File: config.mk
export PLATFORM = sky130hd
export DESIGN_NAME = i2s_tx_fifo
export DESIGN_NICKNAME = d
export VERILOG_FILES = /design/src/rtl/i2s_tx_fifo.sv
export SDC_FILE = /design/constraint.sdc
export NUM_CORES = 1
export LEC_CHECK = 0
export BUFFER_PORTS_ARGS = -buffer_cell sky130_fd_sc_hd__buf_2
export CAP_MARGIN = 10
export CORE_UTILIZATION = 40
export DETAILED_ROUTE_END_ITERATION = 10
export PLACE_DENSITY = 0.7
export SLEW_MARGIN = 5
export SYNTH_ARGS = -nofsm -noshare
export SYNTH_HDL_FRONTEND = slang
export SYNTH_SLANG_ARGS = --single-unit
File: constraint.sdc
create_clock -name wb_clk_i -period 11.3 [get_ports wb_clk_i]
set_clock_uncertainty 0.15 [all_clocks]
set_input_delay 2.825 -clock wb_clk_i [delete_from_list [all_inputs] [get_ports wb_clk_i]]
set_output_delay 2.825 -clock wb_clk_i [all_outputs]
set_load 0.05 [all_outputs]
File: src/rtl/i2s_tx_fifo.sv
// Wishbone-fed stereo I2S / left-justified audio transmitter with a sample FIFO,
// sticky underrun/overflow status and a level FIFO-low interrupt.
module i2s_tx_fifo #(
   parameter int          SAMPLE_W   = 16,
   parameter int          SLOT_W     = 32,
   parameter int          FIFO_DEPTH = 8,
   parameter logic [31:0] ADDR_BASE  = 32'h3000_0000
) (
   input  logic        wb_clk_i,
   input  logic        wb_rst_ni,
   input  logic        wbs_stb_i,
   input  logic        wbs_cyc_i,
   input  logic        wbs_we_i,
   input  logic [3:0]  wbs_sel_i,
   input  logic [31:0] wbs_dat_i,
   input  logic [31:0] wbs_adr_i,
   output logic        wbs_ack_o,
   output logic [31:0] wbs_dat_o,
   output logic        clk_i2s,
   output logic        serial_data,
   output logic        word_select,
   output logic        irq
);
   localparam int AW = (FIFO_DEPTH > 1) ? $clog2(FIFO_DEPTH) : 1;
   localparam int LW = AW + 1;
   localparam int BW = (SLOT_W > 1) ? $clog2(SLOT_W) : 1;
   localparam logic [BW-1:0] LAST_BIT = BW'(SLOT_W - 1);
   localparam logic [LW-1:0] DEPTH_L  = LW'(FIFO_DEPTH);
   localparam logic [LW-1:0] HALF_L   = LW'(FIFO_DEPTH / 2);

   logic          wb_req, wb_wr, addr_hit;
   logic          wr_ctrl, wr_stat, wr_data;
   logic [31:0]   rd_data;

   logic          ctrl_en, ctrl_mode;
   logic [7:0]    ctrl_div;
   logic          underrun, overflow;

   logic [SAMPLE_W-1:0] mem [FIFO_DEPTH];
   logic [AW-1:0] wr_ptr, rd_ptr;
   logic [LW-1:0] level;
   logic          fifo_empty, fifo_full, push, push_drop, pop;

   logic [7:0]    div_cnt, act_div, eff_div;
   logic          act_mode, nxt_mode;
   logic          running, chan, nxt_chan;
   logic [BW-1:0] bit_cnt, nxt_bit;
   logic [SLOT_W-1:0] shreg, slot_word;
   logic [SAMPLE_W-1:0] pop_sample;
   logic          div_tc, fall, new_slot, slot_start;
   logic          unused_dat;

   assign unused_dat = ^wbs_dat_i;

   assign addr_hit = (wbs_adr_i[31:4] == ADDR_BASE[31:4]);
   assign wb_req   = wbs_stb_i & wbs_cyc_i & addr_hit & ~wbs_ack_o;
   assign wb_wr    = wb_req & wbs_we_i & (wbs_sel_i == 4'hF);
   assign wr_ctrl  = wb_wr & (wbs_adr_i[3:0] == 4'h0);
   assign wr_stat  = wb_wr & (wbs_adr_i[3:0] == 4'h4);
   assign wr_data  = wb_wr & (wbs_adr_i[3:0] == 4'h8);

   assign fifo_empty = (level == '0);
   assign fifo_full  = (level == DEPTH_L);
   assign push       = wr_data & ~fifo_full;
   assign push_drop  = wr_data & fifo_full;
   assign pop        = slot_start & ~fifo_empty;

   // Before the first slot starts the divider follows CTRL directly, so an
   // enable write that also sets clkdiv is honoured from the very first bit.
   assign eff_div    = running ? act_div : ctrl_div;
   assign div_tc     = ctrl_en & (div_cnt >= eff_div);
   assign fall       = div_tc & clk_i2s;
   assign new_slot   = ~running | (bit_cnt == LAST_BIT);
   assign slot_start = fall & new_slot;
   assign nxt_chan   = running & (chan ^ new_slot);
   assign nxt_bit    = new_slot ? '0 : bit_cnt + BW'(1);
   assign nxt_mode   = new_slot ? ctrl_mode : act_mode;
   assign pop_sample = fifo_empty ? '0 : mem[rd_ptr];
   assign slot_word  = SLOT_W'(pop_sample) << (SLOT_W - SAMPLE_W);

   assign irq = ctrl_en & (level <= HALF_L);

   always_comb begin
      rd_data = '0;
      case (wbs_adr_i[3:0])
         4'h0:    rd_data = {16'h0, ctrl_div, 6'h0, ctrl_mode, ctrl_en};
         4'h4:    rd_data = {19'h0, overflow, underrun, fifo_full, fifo_empty, 9'(level)};
         default: rd_data = '0;
      endcase
   end

   always_ff @(posedge wb_clk_i or negedge wb_rst_ni) begin
      if (!wb_rst_ni) begin
         wbs_ack_o <= 1'b0;
         wbs_dat_o <= '0;
      end else begin
         wbs_ack_o <= wb_req;
         wbs_dat_o <= (wb_req & ~wbs_we_i) ? rd_data : '0;
      end
   end

   always_ff @(posedge wb_clk_i) begin
      if (push) mem[wr_ptr] <= wbs_dat_i[SAMPLE_W-1:0];
   end

   always_ff @(posedge wb_clk_i or negedge wb_rst_ni) begin
      if (!wb_rst_ni) begin
         ctrl_en   <= 1'b0;
         ctrl_mode <= 1'b0;
         ctrl_div  <= '0;
         underrun  <= 1'b0;
         overflow  <= 1'b0;
         wr_ptr    <= '0;
         rd_ptr    <= '0;
         level     <= '0;
      end else begin
         if (wr_ctrl) begin
            ctrl_en   <= wbs_dat_i[0];
            ctrl_mode <= wbs_dat_i[1];
            ctrl_div  <= wbs_dat_i[15:8];
         end
         if (push) wr_ptr <= wr_ptr + AW'(1);
         if (pop)  rd_ptr <= rd_ptr + AW'(1);
         if (push && !pop)      level <= level + LW'(1);
         else if (pop && !push) level <= level - LW'(1);
         // A new event wins over a same-cycle clear so no error is lost.
         if (slot_start && fifo_empty)      underrun <= 1'b1;
         else if (wr_stat && wbs_dat_i[11]) underrun <= 1'b0;
         if (push_drop)                     overflow <= 1'b1;
         else if (wr_stat && wbs_dat_i[12]) overflow <= 1'b0;
      end
   end

   always_ff @(posedge wb_clk_i or negedge wb_rst_ni) begin
      if (!wb_rst_ni) begin
         div_cnt     <= '0;
         clk_i2s     <= 1'b0;
         serial_data <= 1'b0;
         word_select <= 1'b0;
         running     <= 1'b0;
         chan        <= 1'b0;
         bit_cnt     <= '0;
         shreg       <= '0;
         act_div     <= '0;
         act_mode    <= 1'b0;
      end else if (!ctrl_en) begin
         div_cnt     <= '0;
         clk_i2s     <= 1'b0;
         serial_data <= 1'b0;
         word_select <= 1'b0;
         running     <= 1'b0;
         chan        <= 1'b0;
         bit_cnt     <= '0;
         shreg       <= '0;
         act_div     <= '0;
         act_mode    <= 1'b0;
      end else if (div_tc) begin
         div_cnt <= '0;
         clk_i2s <= ~clk_i2s;
         if (clk_i2s) begin
            running <= 1'b1;
            chan    <= nxt_chan;
            bit_cnt <= nxt_bit;
            // I2S announces the next channel on the final bit of the current slot.
            word_select <= (!nxt_mode && (nxt_bit == LAST_BIT)) ? ~nxt_chan : nxt_chan;
            if (new_slot) begin
               act_div     <= ctrl_div;
               act_mode    <= ctrl_mode;
               serial_data <= slot_word[SLOT_W-1];
               shreg       <= slot_word << 1;
            end else begin
               serial_data <= shreg[SLOT_W-1];
               shreg       <= shreg << 1;
            end
         end
      end else begin
         div_cnt <= div_cnt + 8'd1;
      end
   end
endmodule

==> metrics.md, run 1 <==
| Metric | Value |
|---|---|
| Row Count | 53 |
| Router iterations before antenna repair | 6 |
| Portion of the clock cycle consumed by the worst path in the final layout | 0.4898 |
| Peak supply drop | 0.1380 mV |
| Global-route wire length before repair | ~28 mm |
| Number of hold violations in the final report | 0 |
| Number of distinct library cells after synthesis | 63 |
| Register-to-Register Path Depth | 15 |
| Status | finished, final reports clean |
| CP arrival | about 5500 ps |
| Setup Total Neg Slack | 0 ps |
| Setup-violating endpoint count in the final report | 0 |
| Crit-path cells | buf_2, nor4_1, nand4_1, nor4_4, and3_1, nand2_2, nor2_2 |
| Total via count in the routed design | around 4900 |
| Floorplan die width | 150.5 microns |
| Total clock sinks | 205 |
| GPL Wtd Cong | about 0.76 |
| Sequential group share of total power | 0.529 |
| Final setup margin | between 5000 and 6000 ps |
| Critical-path maximum fanout | 16 |
| Share of the yosys chip area belonging to registers | 0.6541 |
| Pwr Total | 1.510 mW |
| Largest net degree at the start of global routing | 78 |
| Number of nets in the finished design | 701 |
| Critical register-to-register path endpoint | level[3] |
| Core Box Area | 21350 sq um |
| Synth Flop Type | edfxtp_1 |
| EDFF count, synth | between 100 and 150 |
| Die ar. | 22650 sq um |
| Average wire per standard cell | roughly 19 microns |
| Final routed wirelength across all metal layers | about 17 mm |
| Final core area utilization | 0.4708 |
| Leakage power figure | just under 4 nW |
| Count of mapped cells out of synthesis | ~540 |
| Height of the chip | about 150 microns |
| GR Overflow Total | 0 |
| Buffers inserted during post-CTS setup optimization | 0 |
| Setup crit end kind | register |
| Crit Path Class | in -> reg |
| Hold-fix buffers at CTS | 0 |
| CP Launch Type | primary input |
| Library cell used as clock root buffer | clkbuf_16 |
| Ant diodes | 0 |
| All-layer global routing usage | 0.1611 |
| Clock-pin transition on the worst setup and hold timing paths | 60 ps |
| Count of final max-slew check failures | 0 |
| Internal power consumption | ~1.2 mW |
| Power per unit of standard cell area | approximately 150 nW/um^2 |
| Worst EP required | around 11000 ps |
| Max Fclk | 180.7 MHz |
| Number of antenna violations at the first check in global routing | 0 |
| Fraction of synthesis flops using an asynchronous set or reset pin | 0.3756 |
| Master of the slowest instance on the critical path | nor2_2 |
| Relative contribution of combinational cells to total power | 0.026 |
| Depth of the CTS H-tree | 1 |
| Detailed Route Iter0 Violations | 291 |
| Number of warnings reported in the yosys synthesis log | 0 |
| Fin crit period | between 5000 and 6000 ps |
| #FFs+latches synth | between 200 and 250 |
| I/O pin total | 110 |
| Number of global-route vias before repair | just over 5000 |
| Max-capacitance violation count | 0 |
| Buffers & Inverters on Critical Path | 1 |
| Maximum buffer depth of the clock tree | 3 |
| Worst R2R Setup Slack | 6980 ps |
| Post-Synthesis Mean Instance Area | between 15 and 20 sq um |
| Via/cell ratio | ~5.4 |
| P&R area growth vs syn | 13.96% |
| Number of cells on the worst hold path | 2 |
| Max stage delay on crit path | slightly above 900 ps |
| Total of buffers placed on input and output ports | 73 |
| Antenna violation net count after detailed routing | 0 |
| Critical path's top delay family | simple AND/OR/NAND/NOR gates |
| Unrepaired setup endpoints after global routing | false |
| Tightest slew margin relative to the limit | 0.2173 |
| Fraction of power consumed by the clock network | 0.446 |
| CTS tree | built |
| Min-Delay Startpoint | overflow |
| Actual transition at the worst max-transition pin | between 1000 and 1500 ps |
| Fillcell total | approximately 1900 |
| Layout cell share with drive strength beyond 1 | 0.2791 |
| Startpoint of the lowest-slack register-to-register path | running |
| Worst-skew pair later-pin latency | around 510 ps |
| Inserted Clock Buffers | 22 |
| Worst setup timing slack at the placement stage | approximately 5200 ps |
| Combined area of all synthesized cells | roughly 8800 sq um |
| Switching component of the power | approximately 310 uW |
| Fin Hold WS | 330.3 ps |
| Starting density of the core | 0.4132 |
| HPWL Detailed | about 11 mm |
| Drt drc | 0 |
| Hold Crit Class | reg -> reg |
| Terminating pin of the worst hold path | overflow |
| Post-CTS resize count | 0 |
| Switching share of power | 0.2040 |
==> through the flow <==
stage,instance area [sq um],instances
after floorplan,8894,554
after global placement,9371,862
after detailed placement,9371,862
after CTS,10050,902
after global routing,10050,902
final,10050,902
==> worst min-delay path: stages (launching register included) <==
cell and delay [ps]:
dfrtp_1 350, nand2_1 50, nand2_1 40
==> layer usage <==
layer / up-vias / global-route usage / part of all wire
li1: 2214 / - / -
met1: 2511 / 0.2025 / 0.42
met2: 116 / 0.2818 / 0.51
met3: 30 / 0.02636 / 0.041
met4: 0 / 0.05404 / 0.025
met5: - / 0 / 0
==> power by group through the flow <==
| stage | clock network, mW | logic, mW | registers, mW |
|---|---|---|---|
| after floorplan | 0 | 0.0216 | 0.813 |
| after global placement | 0 | 0.0371 | 0.813 |
| after detailed placement | 0 | 0.0387 | 0.813 |
| after CTS | 0.685 | 0.0388 | 0.798 |
| after global routing | 0.712 | 0.0423 | 0.797 |
| final | 0.673 | 0.0385 | 0.798 |
==> cell usage after synthesis, types with 2 or more instances <==
cell type  instances  area share
edfxtp_1         128        0.44
dfrtp_1           77        0.22
mux4_2            32       0.082
mux2i_1           24       0.027
nor2_1            24       0.010
buf_4             21       0.018
nor3_1            18       0.010
ha_1              16       0.023
a221o_1           15       0.017
nand2_1           11      0.0047
xor2_1            11       0.011
a22o_1            10      0.0099
and3_1            10      0.0071
mux2_4            10       0.017
nand3_1           10      0.0057
buf_2              8      0.0045
clkbuf_1           8      0.0034
nor4_1             7      0.0050
a21oi_1            6      0.0034
inv_1              6      0.0026
xnor2_1            6      0.0060
a22oi_1            5      0.0043
and2_1             5      0.0035
nand2b_1           5      0.0035
mux2_2             4      0.0051
nand4_1            4      0.0028
o21ai_0            4      0.0023
buf_1              3      0.0013
buf_6              3      0.0038
nor3_2             3      0.0034
nor4b_1            3      0.0030
nand4b_1           2      0.0020
nor2b_1            2      0.0014
nor3b_1            2      0.0017
nor4_4             2      0.0048
o211ai_1           2      0.0017
o21a_1             2      0.0017
==> cell families after synthesis <==
kind of cell | share of synthesized area
adders and majority gates | 0.02496
muxes | 0.1310
AOI/OAI and AO/OA | 0.05716
xor gates and xnor gates | 0.01688
and+or+nand+nor | 0.07928
DFF | 0.6541
buffers and inverters | 0.03616
other | 0.0004251
==> sequential cells by signal (all words and copies together), names as in the netlist <==
| name | cells |
|---|---|
| shreg | 15 |
| mem | 128 |
| bit_cnt | 5 |
| serial_data | 1 |
| act_div | 8 |
| overflow | 1 |
| running | 1 |
| clk_i2s | 1 |
| ctrl_en | 1 |
| ctrl_mode | 1 |
| chan | 1 |
| div_cnt | 8 |
| wbs_ack_o | 1 |
| act_mode | 1 |
| word_select | 1 |
| wbs_dat_o | 12 |
| ctrl_div | 8 |
| rd_ptr | 3 |
| level | 4 |
| underrun | 1 |
| wr_ptr | 3 |
==> placed cells by master (no fill, tap or decap), drive strengths merged, types with 4 or more instances in the layout <==
cell / netlist / layout
conb: 1 / 20
xnor2: 6 / 6
nand2: 12 / 12
a22o: 10 / 10
buf: 36 / 77
edfxtp: 128 / 128
xor2: 11 / 11
and2: 6 / 6
dfrtp: 77 / 77
mux4: 32 / 32
mux2: 14 / 14
a22oi: 5 / 5
clkinv: 1 / 9
nor3: 22 / 22
o21ai: 7 / 7
nor4b: 4 / 4
clkbuf: 8 / 31
a221o: 15 / 15
nor2: 24 / 24
nor4: 9 / 9
nand3: 10 / 10
inv: 6 / 6
ha: 16 / 16
nand2b: 6 / 6
and3: 10 / 10
nand4: 4 / 4
a21oi: 6 / 6
mux2i: 24 / 24
==> worst max-delay path by stage <==
stage | slack (ps) | depth (start not counted) | to | from
2_1_floorplan | 5870 | 13 | level[3] | wbs_adr_i[12]
3_3_place_gp | 5340 | 7 | mem[7][5] | wbs_adr_i[4]
3_5_place_dp | 5220 | 7 | mem[5][2] | wbs_adr_i[12]
4_1_cts | 5710 | 7 | mem[5][14] | wbs_adr_i[12]
5_1_grt | 5570 | 7 | mem[5][14] | wbs_adr_i[11]
6_report | 5770 | 7 | mem[7][14] | wbs_adr_i[12]
==> area by class of cell <==
cell class,instances,area [sq um],share of cell area
flip-flops and latches,205,5772,0.5741
multi-input cells,298,2831,0.2816
clock buffers,31,604.3,0.06011
repair buffers,77,397.9,0.03958
well taps,275,344.1,0.03423
clock inverters,9,77.57,0.007716
inverters,7,26.28,0.002614
No activity file was read; power rests on OpenSTA's default activity.
==> inputs of run 2 (changes only) <==
- PLACE_DENSITY: 0.7 -> 0.72
- clock period: 11.3 -> 4.62 ns (I/O delays scaled with it)
==> run 2 against run 1 <==
Worst hold slack improved by 17 ps. Register-to-register slack got worse by 6400 ps. Global-route usage is 0.17 points higher. First-iteration DRC count grew 7.6%. Setup slack worse by 5100 ps. Final area rose by 0.73%. Critical path type is now reg -> reg. Largest cell class unchanged. Largest power group unchanged.
==> metrics.md, run 2 (same netlist as run 1, synthesis figures left out) <==
| Metric | Value |
|---|---|
| Status | finished, final reports clean (unchanged) |
| Portion of the clock cycle consumed by the worst path in the final layout | 0.8647 |
| Peak supply drop | 0.3483 mV (was 0.1380 mV) |
| Worst EP required | 4830 ps (was 11260 ps) |
| Number of global-route vias before repair | 5197 (was 5184) |
| Number of hold violations in the final report | 0 (unchanged) |
| Leakage power figure | 3.961 nW (was 3.884 nW) |
| Cell count after placement | 872 (was 862) |
| Inserted Clock Buffers | 22 (unchanged) |
| Setup Total Neg Slack | 0 ps (unchanged) |
| Die ar. | 22650 sq um (unchanged) |
| Max reg flops | 128 (unchanged) |
| Worst-skew pair later-pin latency | 500 ps (was 510 ps) |
| Antenna violation net count after detailed routing | 0 (unchanged) |
| Power per unit of standard cell area | 365.2 nW/um^2 (was 150.2 nW/um^2) |
| Post-CTS resize count | 0 (unchanged) |
| Average wire per standard cell | 18.94 microns (was 19.12 microns) |
| Clock-pin transition on the worst setup and hold timing paths | 60 ps (about the same) |
| CP arrival | 4210 ps (was 5490 ps) |
| Total via count in the routed design | 4886 (was 4871) |
| Largest registers in the final layout | mem (128), shreg (15), wbs_dat_o (12) (unchanged) |
| Library cell used as clock root buffer | clkbuf_16 (unchanged) |
| Total clock sinks | 205 (unchanged) |
| Height of the chip | 150.5 microns (unchanged) |
| Setup crit end kind | register (unchanged) |
| CTS tree | built (unchanged) |
| GPL Wtd Cong | 0.8059 (was 0.7615) |
| Core Box Area | 21350 sq um (unchanged) |
| Post-route design area | 10130 sq um (was 10050 sq um) |
| Fin crit period | 3995 ps |
| Worst setup timing slack at the placement stage | 607.0 ps (was 5220 ps) |
| All-layer global routing usage | 0.1627 (was 0.1611) |
| Biggest register | mem (unchanged) |
| Count of final max-slew check failures | 0 (unchanged) |
| Layout cell share with drive strength beyond 1 | 0.2806 (was 0.2791) |
| Number of nets in the finished design | 712 (was 701) |
| Largest net degree at the start of global routing | 78 (unchanged) |
| Starting density of the core | 0.4132 (unchanged) |
| Total of buffers placed on input and output ports | 73 (unchanged) |
| Unrepaired setup endpoints after global routing | false (unchanged) |
| Most used cells in the layout excluding fill and tap cells | edfxtp_1 (128), dfrtp_1 (76), buf_2 (72), mux4_2 (32) (was edfxtp_1 (128), dfrtp_1 (76), buf_2 (72), mux4_2 (32), mux2i_1 (24)) |
| Critical-path maximum fanout | 14 (was 16) |
| Drt drc | 0 (unchanged) |
| Ant diodes | 0 (unchanged) |
| Global-route wire length before repair | 28.06 mm (was 27.57 mm) |
| Non-filler cells in the finished layout | 913 (was 902) |
| Maximum buffer depth of the clock tree | 3 (unchanged) |
| Row Count | 53 (unchanged) |
| Number of antenna violations at the first check in global routing | 0 (unchanged) |
| Leading cell type in the layout, fill and taps excluded | edfxtp_1 (unchanged) |
| Pwr Total | 3.699 mW (was 1.510 mW) |
| Depth of the CTS H-tree | 1 (unchanged) |
| Hold-fix buffers at CTS | 0 (unchanged) |
| Hold Crit Class | reg -> reg (unchanged) |
| P&R area growth vs syn | 14.79% (was 13.96%) |
| Tightest slew margin relative to the limit | 0.2478 (was 0.2173) |
| Max Fclk | ~250 MHz |
| Max-capacitance violation count | 0 (unchanged) |
| Floorplan die width | 150.5 microns (unchanged) |
| Actual transition at the worst max-transition pin | 1128 ps (was 1173 ps) |
| Setup-violating endpoint count in the final report | 0 (unchanged) |
| Detailed Route Iter0 Violations | 313 (was 291) |
| Final core area utilization | 0.4743 (was 0.4708) |
| Crit Path Class | reg -> reg (was in -> reg) |
| Buffers inserted during post-CTS setup optimization | 0 (unchanged) |
| Router iterations before antenna repair | 5 (was 6) |
| Via/cell ratio | 5.352 (was 5.400) |
| Fin Hold WS | 347.8 ps (was 330.3 ps) |
| Placed cell areas | 9419 sq um (was 9371 sq um) |
| CP Launch Type | register (was primary input) |
| GR Overflow Total | 0 (unchanged) |
| I/O pin total | 110 (unchanged) |
| Final routed wirelength across all metal layers | 17.29 mm (was 17.25 mm) |
| Final setup margin | 624.9 ps (was 5765 ps) |
| HPWL Detailed | 10.85 mm (was 10.77 mm) |
run 2: critical path, cell delays in order, from the launching register on:
cell and delay [ps]:
dfrtp_1 710, mux2_2 410, ha_1 260, and3_1 130, o21ai_1 90, a31oi_4 320
o2111ai_4 140, or2_1 360, ha_1 240, inv_1 120, ha_1 250, a21o_1 180
a21oi_1 160, xnor2_1 140, nor2_1 70, xor2_1 140
run 2: area by class of cell:
type                       instances  area [sq um]
multi-input combinational        298          2804
tap                              275         344.1
clock buffer                      35         619.3
inverter                           7         26.28
fill                            1809         11230
sequential                       205          5772
timing repair buffer              88         500.5
clock inverter                     5         61.31
run 2: power breakdown:
part           leakage [nW]  switching [mW]  internal [mW]
sequential             2.17     0.000000424           1.95
combinational          1.46          0.0739         0.0199
clock                 0.331           0.676          0.977
run 2: path summary, 6_finish.rpt:
kind / startpoint / endpoint / slack [ps] / cells past startpoint
min in group asynchronous: wb_rst_ni / wr_ptr[2] / 640 / 1
max in group asynchronous: wb_rst_ni / rd_ptr[0] / 2980 / 1
max reg2reg: running / level[3] / 620 / 15
max: running / level[3] / 620 / 15
min: act_div[3] / act_div[3] / 350 / 1
min reg2reg: act_div[3] / act_div[3] / 350 / 1
run 2: per-layer routing:
| metal | vias up | global-route usage | share of wire |
|---|---|---|---|
| met1 | 2502 | 0.2095 | 0.42 |
| met4 | 0 | 0.03889 | 0.018 |
| met5 | - | 0 | 0 |
| li1 | 2233 | - | - |
| met2 | 128 | 0.2846 | 0.52 |
| met3 | 23 | 0.02909 | 0.049 |
